$ cat src/rtl/regfile_pkg.sv
// Shared constants, types and helpers for the 32-entry register bank.
// Supports register widths up to REG_W_MAX bits through get_reg().
package regfile_pkg;

  localparam int NUM_REGS   = 32;
  localparam int REG_ADDR_W = 5;
  localparam int REG_W_MAX  = 64;

  typedef logic [REG_ADDR_W-1:0] reg_addr_t;

  // Extract register idx of width w from a flattened bus.
  // The caller zero-extends the bus to NUM_REGS*REG_W_MAX bits.
  function automatic logic [REG_W_MAX-1:0] get_reg(
    input logic [NUM_REGS*REG_W_MAX-1:0] bus,
    input int unsigned                   idx,
    input int unsigned                   w
  );
    logic [NUM_REGS*REG_W_MAX-1:0] sh;
    logic [REG_W_MAX-1:0]          mask;
    sh   = bus >> (idx * w);
    mask = (w >= REG_W_MAX) ? '1
         : ((REG_W_MAX'(1) << w) - REG_W_MAX'(1));
    return sh[REG_W_MAX-1:0] & mask;
  endfunction

endpackage

$ cat src/rtl/regfile32_writer_decoder5to32.sv
// 5-to-32 one-hot decoder with enable.
// Ports: addr (5b), ena, oh (32b one-hot, all zero when ena=0).
module decoder5to32
  import regfile_pkg::*;
(
  input  reg_addr_t             addr,
  input  logic                  ena,
  output logic [NUM_REGS-1:0]   oh
);

  always_comb begin
    oh = '0;
    if (ena) begin
      oh[addr] = 1'b1;
    end
  end

endmodule

$ cat src/rtl/regfile32_writer.sv
// Write side of the 32-entry register bank with busy scoreboard.
// Ports: clk, rst_n (async low); wr_ena/wr_addr/wr_data write-back;
//   rsv_ena/rsv_addr reservation; regs (32*N flat), busy (32),
//   stray_wr (pulse after write-back to a non-busy register).
// Optional: define REGFILE_WR_BYPASS_EN to forward wr_data onto regs
//   in the same cycle it is written.
module regfile32_writer
  import regfile_pkg::*;
#(
  parameter int N        = 32,
  parameter bit ZERO_REG = 1'b1
) (
  input  logic                  clk,
  input  logic                  rst_n,
  input  logic                  wr_ena,
  input  logic [4:0]            wr_addr,
  input  logic [N-1:0]          wr_data,
  input  logic                  rsv_ena,
  input  logic [4:0]            rsv_addr,
  output logic [NUM_REGS*N-1:0] regs,
  output logic [NUM_REGS-1:0]   busy,
  output logic                  stray_wr
);

  logic [NUM_REGS-1:0]        wr_oh;
  logic [NUM_REGS-1:0]        rsv_oh;
  logic [NUM_REGS-1:0]        wr_en;
  logic [NUM_REGS-1:0]        rsv_en;
  logic [NUM_REGS-1:0]        keep_mask;

  logic [NUM_REGS-1:0][N-1:0] regs_q, regs_d;
  logic [NUM_REGS-1:0]        busy_q, busy_d;
  logic                       stray_q, stray_d;
  logic                       wr_to_zero;

  decoder5to32 u_wr_dec (
    .addr (wr_addr),
    .ena  (wr_ena),
    .oh   (wr_oh)
  );

  decoder5to32 u_rsv_dec (
    .addr (rsv_addr),
    .ena  (rsv_ena),
    .oh   (rsv_oh)
  );

  // Register 0 drops out of both decoders when hardwired.
  always_comb begin
    keep_mask    = '1;
    keep_mask[0] = ~ZERO_REG;
    wr_en        = wr_oh & keep_mask;
    rsv_en       = rsv_oh & keep_mask;
    wr_to_zero   = ZERO_REG && (wr_addr == '0);
  end

  always_comb begin
    regs_d = regs_q;
    for (int k = 0; k < NUM_REGS; k++) begin
      if (wr_en[k]) begin
        regs_d[k] = wr_data;
      end
    end
  end

  // A same-edge reservation overrides the write-back clear.
  always_comb begin
    busy_d  = (busy_q & ~wr_en) | rsv_en;
    stray_d = wr_ena && !wr_to_zero && !busy_q[wr_addr];
  end

  always_ff @(posedge clk or negedge rst_n) begin
    if (!rst_n) begin
      regs_q  <= '0;
      busy_q  <= '0;
      stray_q <= 1'b0;
    end else begin
      regs_q  <= regs_d;
      busy_q  <= busy_d;
      stray_q <= stray_d;
    end
  end

`ifdef REGFILE_WR_BYPASS_EN
  always_comb begin
    regs = regs_q;
    for (int k = 0; k < NUM_REGS; k++) begin
      if (wr_en[k]) begin
        regs[k*N +: N] = wr_data;
      end
    end
  end
`else
  assign regs = regs_q;
`endif

  assign busy     = busy_q;
  assign stray_wr = stray_q;

endmodule

$ cat config.mk
export PLATFORM = sky130hd
export DESIGN_NAME = regfile32_writer
export DESIGN_NICKNAME = d
export VERILOG_FILES = /design/src/rtl/regfile_pkg.sv /design/src/rtl/regfile32_writer_decoder5to32.sv /design/src/rtl/regfile32_writer.sv
export SDC_FILE = /design/constraint.sdc
export NUM_CORES = 1
export LEC_CHECK = 0
export ABC_CLOCK_PERIOD_IN_PS = 1500
export CAP_MARGIN = 20
export CELL_PAD_IN_SITES_DETAIL_PLACEMENT = 0
export CELL_PAD_IN_SITES_GLOBAL_PLACEMENT = 1
export CORE_AREA = 4 4 421 423
export CTS_BUF_LIST = sky130_fd_sc_hd__clkbuf_4 sky130_fd_sc_hd__clkbuf_8 sky130_fd_sc_hd__clkbuf_16
export DETAILED_ROUTE_END_ITERATION = 16
export DIE_AREA = 0 0 425 427
export GPL_TIMING_DRIVEN = 0
export HOLD_SLACK_MARGIN = 0.06
export PLACE_DENSITY = 0.56
export SLEW_MARGIN = 20
export SYNTH_ARGS = -nofsm -noshare
export SYNTH_HDL_FRONTEND = slang
export SYNTH_SLANG_ARGS = --single-unit
$ cat constraint.sdc
create_clock -name clk -period 1.5 [get_ports clk]
set_clock_uncertainty 0.05 [all_clocks]
set_input_delay 0.3 -clock clk [delete_from_list [all_inputs] [get_ports clk]]
set_output_delay 0.3 -clock clk [all_outputs]
set_load 0.02 [all_outputs]
== Word level (Yosys, flattened, before mapping) ==
Index checks and enable logic that the tools add are counted.
Operators by class
  bitwise logic cells: 3
  $lt $le $gt $ge: 4
  reduce and logical (&&, ||, !) cells: 7
  multiplexer cells: 8
Operators with widths (count)
  $mux 32: 2
  $and 32x32->32: 1
  $not 32->32: 1
  $or 32x32->32: 1
  $lt 5x6->1 const B: 2
  $demux 1 s5: 2
  $ge 5x1->1 const B: 2
  $bmux 1 s5: 1
  $logic_not 5->1: 1
  $logic_and 1x1->1: 4
  $mux 1: 3
  $logic_not 1->1: 2
Storage, ports and cells
  flip-flop bits (word level): 1025

== Longest topological paths before layout ==
  word-level depth: 8
  gate-level depth with buffers: 7
  gate-level depth less buffers: 4

== Hierarchy ==
A second synthesis with hierarchy kept.
Second synthesis, totals
  cells, all modules: 2457
  area total of the unflattened synthesis: 39118.8 sq um
Modules (own cells, without submodules)
  regfile32_writer: cells each 2363, instances 1, area an instance 38658.3 sq um
  decoder5to32: cells each 47, instances 2, area an instance 230.2 sq um

== Worst setup path after synthesis ==
Ideal clock, no wire load.
  kind: input-to-reg
  start point: input port wr_addr[3]
  end point: register regs_q (netlist bit regs[481])
  stages on the path: 6
  required time: 1325 ps
  path slack: -293 ps
  arrival time: 1619 ps
  cells stage by stage: buf_2 buf_2 nand3b_2 nor2_2 buf_2 mux2_2
On the way
  longest elaborated chain between the ends: 5
Ends and longest elaborated chain
  start: declaration: RTL line regfile32_writer.sv:16  | input logic [4:0] wr_addr,
  $lt 5x6->1 (implied by the code) / $ge 5x1->1 (equally long branches): RTL line regfile32_writer_decoder5to32.sv:14  | oh[addr] = 1'b1;
  $logic_and 1x1->1 (implied by the code): RTL line regfile32_writer_decoder5to32.sv:14
  $mux 1 (implied by the code): RTL line regfile32_writer_decoder5to32.sv:14
  $demux 1 s5 *
  $mux 32 *: RTL line regfile32_writer_decoder5to32.sv:13  | if (ena) begin
  end signal: assignment: RTL line regfile32_writer.sv:78  | regs_q <= regs_d;
  end: declaration: RTL line regfile32_writer.sv:31  | logic [NUM_REGS-1:0][N-1:0] regs_q, regs_d;
Mark *: on every way between the ends. The rest lies on a longest branch, timed or not.
A chain may end at the register's enable or synchronous reset.

== Final worst setup path ==
  start point: register regs_q (netlist bit regs[351])
  end point: output port regs[351]
RTL lines
  end: declaration: RTL line regfile32_writer.sv:20  | output logic [NUM_REGS*N-1:0] regs,
No word-level cell between the ends.

==> flow_summary_export.csv <==
group,metric,value,unit
power_and_ir_drop,vdd_drop_max,0.000964,V
timing,tightest_slew,0.962,ns
detailed_routing,wl_met1,66500,um
layout,drive_above_1_share,66.1,%
die,die-area,181000,um^2
layout,final_cell_mix,"buf_6, dfrtp_1, mux2_2, buf_4, clkbuf_16",
yosys,seq_area_frac_synth,65.5,%
setup_path,crit_chain,"buf_6",
detailed_routing,drtIter0Drc,1075,
setup_path,cp_top_family,"flip-flops",
yosys,synth_area_per_cell,16.3,um^2
clock_tree,clock-root-buffer,"clkbuf_16",
timing,setup_viol,1040,
grt,grt_max_degree,135,
die,die_h,427,um
layout,layout.nets,3823,
setup_path,cp-end-kind,"primary output",
yosys,synthCells,2396,
grt,grt_pass1_vias,26535,
detailed_routing,drtPass1Iterations,4,
timing,drv_slew,0,
layout,fillerInstances,17112,
power_and_ir_drop,power.density,1610,nW/um^2
yosys,synth_cell_type_count,45,
setup_path,crit_fanout,2,
grt,antenna_found_initial,22,
clock_tree,cts_buffer_depth,3,
timing,fin_hold_ws,-0.592,ns
placed_design,dpl.hpwl,132000,um
detailed_routing,vias,26029,
die,coreArea,173000,um^2
status,violations,"negative hold slack, negative setup slack",
layout,register_area,25600,um^2
detailed_routing,wl_met3,11100,um
setup_path,critPathLaunchType,"flop",
grt,gr-total-overflow,0,
power_and_ir_drop,leakagePower,28.8,nW
grt,grt_first_pass_wirelength,235000,um
clock_tree,cts_sinks,1024,
timing,relSlewSlack,35.9,%
die,rows,153,
die,initial_utilization,22.5,%
detailed_routing,drcViolationCount,0,
layout,final_common_cell,"buf_6",
detailed_routing,postRouteAntennaNets,0,
setup_path,critPathBufInv,1,
yosys,netlist_top_cells_area,"dfrtp_1, mux2_2, mux2_1",
yosys,yosysWarnings,0,
clock_tree,cts_buffers,118,
setup_path,required,1.15,ns
hold_path,hp-class,"input port to async pin",
layout,multi_input_area,12600,um^2
placed_design,routabilityCongestion,0.780,
timing,period_minus_slack,1.74,ns
clock_tree,path_clk_slew,0.06,ns
setup_path,worstPathArrival,1.39,ns
die,fp.dieW,425,um
yosys,synth_seq_cells,1024,
detailed_routing,top_layer,"met5",
layout,syn2layout_area_growth,54.0,%
clock_tree,cts_tree,"built",
die,ios,1103,
timing,fin_crit_sh,116,%
detailed_routing,wl_per_cell,28.6,um
yosys,synth_top_area_share,65.5,%
detailed_routing,vias_per_cell,4.19,
timing,rsz0062_at_grt,"yes",
detailed_routing,dr_wl_met2,91100,um
power_and_ir_drop,power.total,96.9,mW
detailed_routing,finalWirelength,178000,um
timing,setup_slack,-0.241,ns
yosys,syn_area,39100,um^2
timing,finalHoldViolCount,302,
clock_tree,cts_htree_levels,3,
grt,track_usage,18.8,%
status,status,"finished, violations left",
timing,fmax,574,MHz
setup_path,critical_path_class,"flop to primary output",
setup_path,max_stage_delay,0.46,ns
placed_design,io_buffers,1067,
clock_tree,clkLatencyLatePin,0.76,ns
job,cap_violations,0,
setup_path,crit_slowest_cell,"dfrtp_2",
yosys,synth_top_cell_by_area,"dfrtp_1",
sequential cells by signal, indices dropped and copies added (netlist names):
name      cells
stray_wr      1
busy         31
regs        992
final timing paths:
check                           start         to  slack (ns)  cells after the start
setup / recovery            regs[351]  regs[351]       -0.24                      1
hold / removal                  rst_n  regs[210]       -0.59                      1
setup reg to reg             busy[23]   stray_wr       -0.11                      5
hold reg to reg             regs[478]  regs[478]        0.46                      1
max in group asynchronous       rst_n  regs[656]        0.33                      4
min in group clk           wr_addr[4]  regs[383]        0.10                      4
metrics by stage:
stage	std cells	utilization [%]	worst slack, ns	area [um^2]	TNS [ns]
finish	6210	34.7	-0.241	60200	-138.74
CTS	6094	31.2	-0.329	54200	-300.00
global placement	5820	30.5	-50.22	53000	-
detailed placement	5828	30.7	-2.25	53200	-1948.60
floorplan	2428	-	-0.158	39400	-83.04
global route	6194	34.7	-0.320	60200	-229.09
cell type report:
cell class | count | area share (%)
flip-flops and latches | 1024 | 42.6
repair buffers | 1229 | 22.5
multi-input cells | 1171 | 21.0
clock buffers | 181 | 6.03
well taps | 2325 | 4.83
plain buffers | 231 | 2.35
clock inverters | 29 | 0.623
diodes | 18 | 0.0748
inverters | 2 | 0.0125
cells by family (layout without fill, tap and decap cells):
kind of cell,after synthesis,count (layout),synth area share [%]
compound gates,53,53,0.883
buf+inv,233,1672,3.03
mux,1004,1004,29.1
other cells,1,51,0.00959
simple gates,81,81,1.41
flops,1024,1024,65.5
worst reg2reg max path, cell delays in order (launching register included):
cell,delay [ns]
dfrtp_1,0.40
buf_4,0.15
mux4_2,0.47
nand2_1,0.10
o211ai_1,0.11
nor4b_2,0.23
power by group:
| group | total (mW) | internal (mW) | switching (mW) |
|---|---|---|---|
| Combinational | 30.2 | 15.1 | 15.1 |
| Clock | 29.7 | 17.6 | 12.1 |
| Sequential | 37.0 | 33.1 | 3.91 |
metal layers:
| layer | GRT usage (%) | vias to the layer above |
|---|---|---|
| li1 | - | 11153 |
| met5 | 0 | - |
| met1 | 21.2 | 13772 |
| met2 | 33.2 | 813 |
| met4 | 8.08 | 8 |
| met3 | 5.29 | 283 |
repair_timing:
action                                  CTS  global route
resized for setup                      4900          2246
endpoints found under the hold margin   349           328
cloned                                    1             4
setup buffers                            50            93
setup endpoints to repair              2278          1813
pin swaps                                10             3
hold buffers                              5             1
Yosys cell counts (all sizes together):
| cell | count |
|---|---|
| a21oi | 1 |
| a22o | 15 |
| a22oi | 1 |
| and3 | 2 |
| and3b | 2 |
| buf | 135 |
| clkbuf | 96 |
| conb | 1 |
| dfrtp | 1024 |
| inv | 2 |
| mux2 | 994 |
| mux2i | 8 |
| mux4 | 2 |
| nand2 | 26 |
| nand3 | 6 |
| nand3b | 7 |
| nand4 | 2 |
| nand4b | 1 |
| nor2 | 16 |
| nor2b | 1 |
| nor3 | 2 |
| nor3b | 8 |
| nor4b | 2 |
| o2111ai | 1 |
| o211ai | 1 |
| o21ai | 29 |
| o221ai | 1 |
| o22ai | 2 |
| o31a | 1 |
| o32a | 1 |
| or2 | 2 |
| or3 | 1 |
| or3b | 3 |
(Power assumes the default switching activity.)
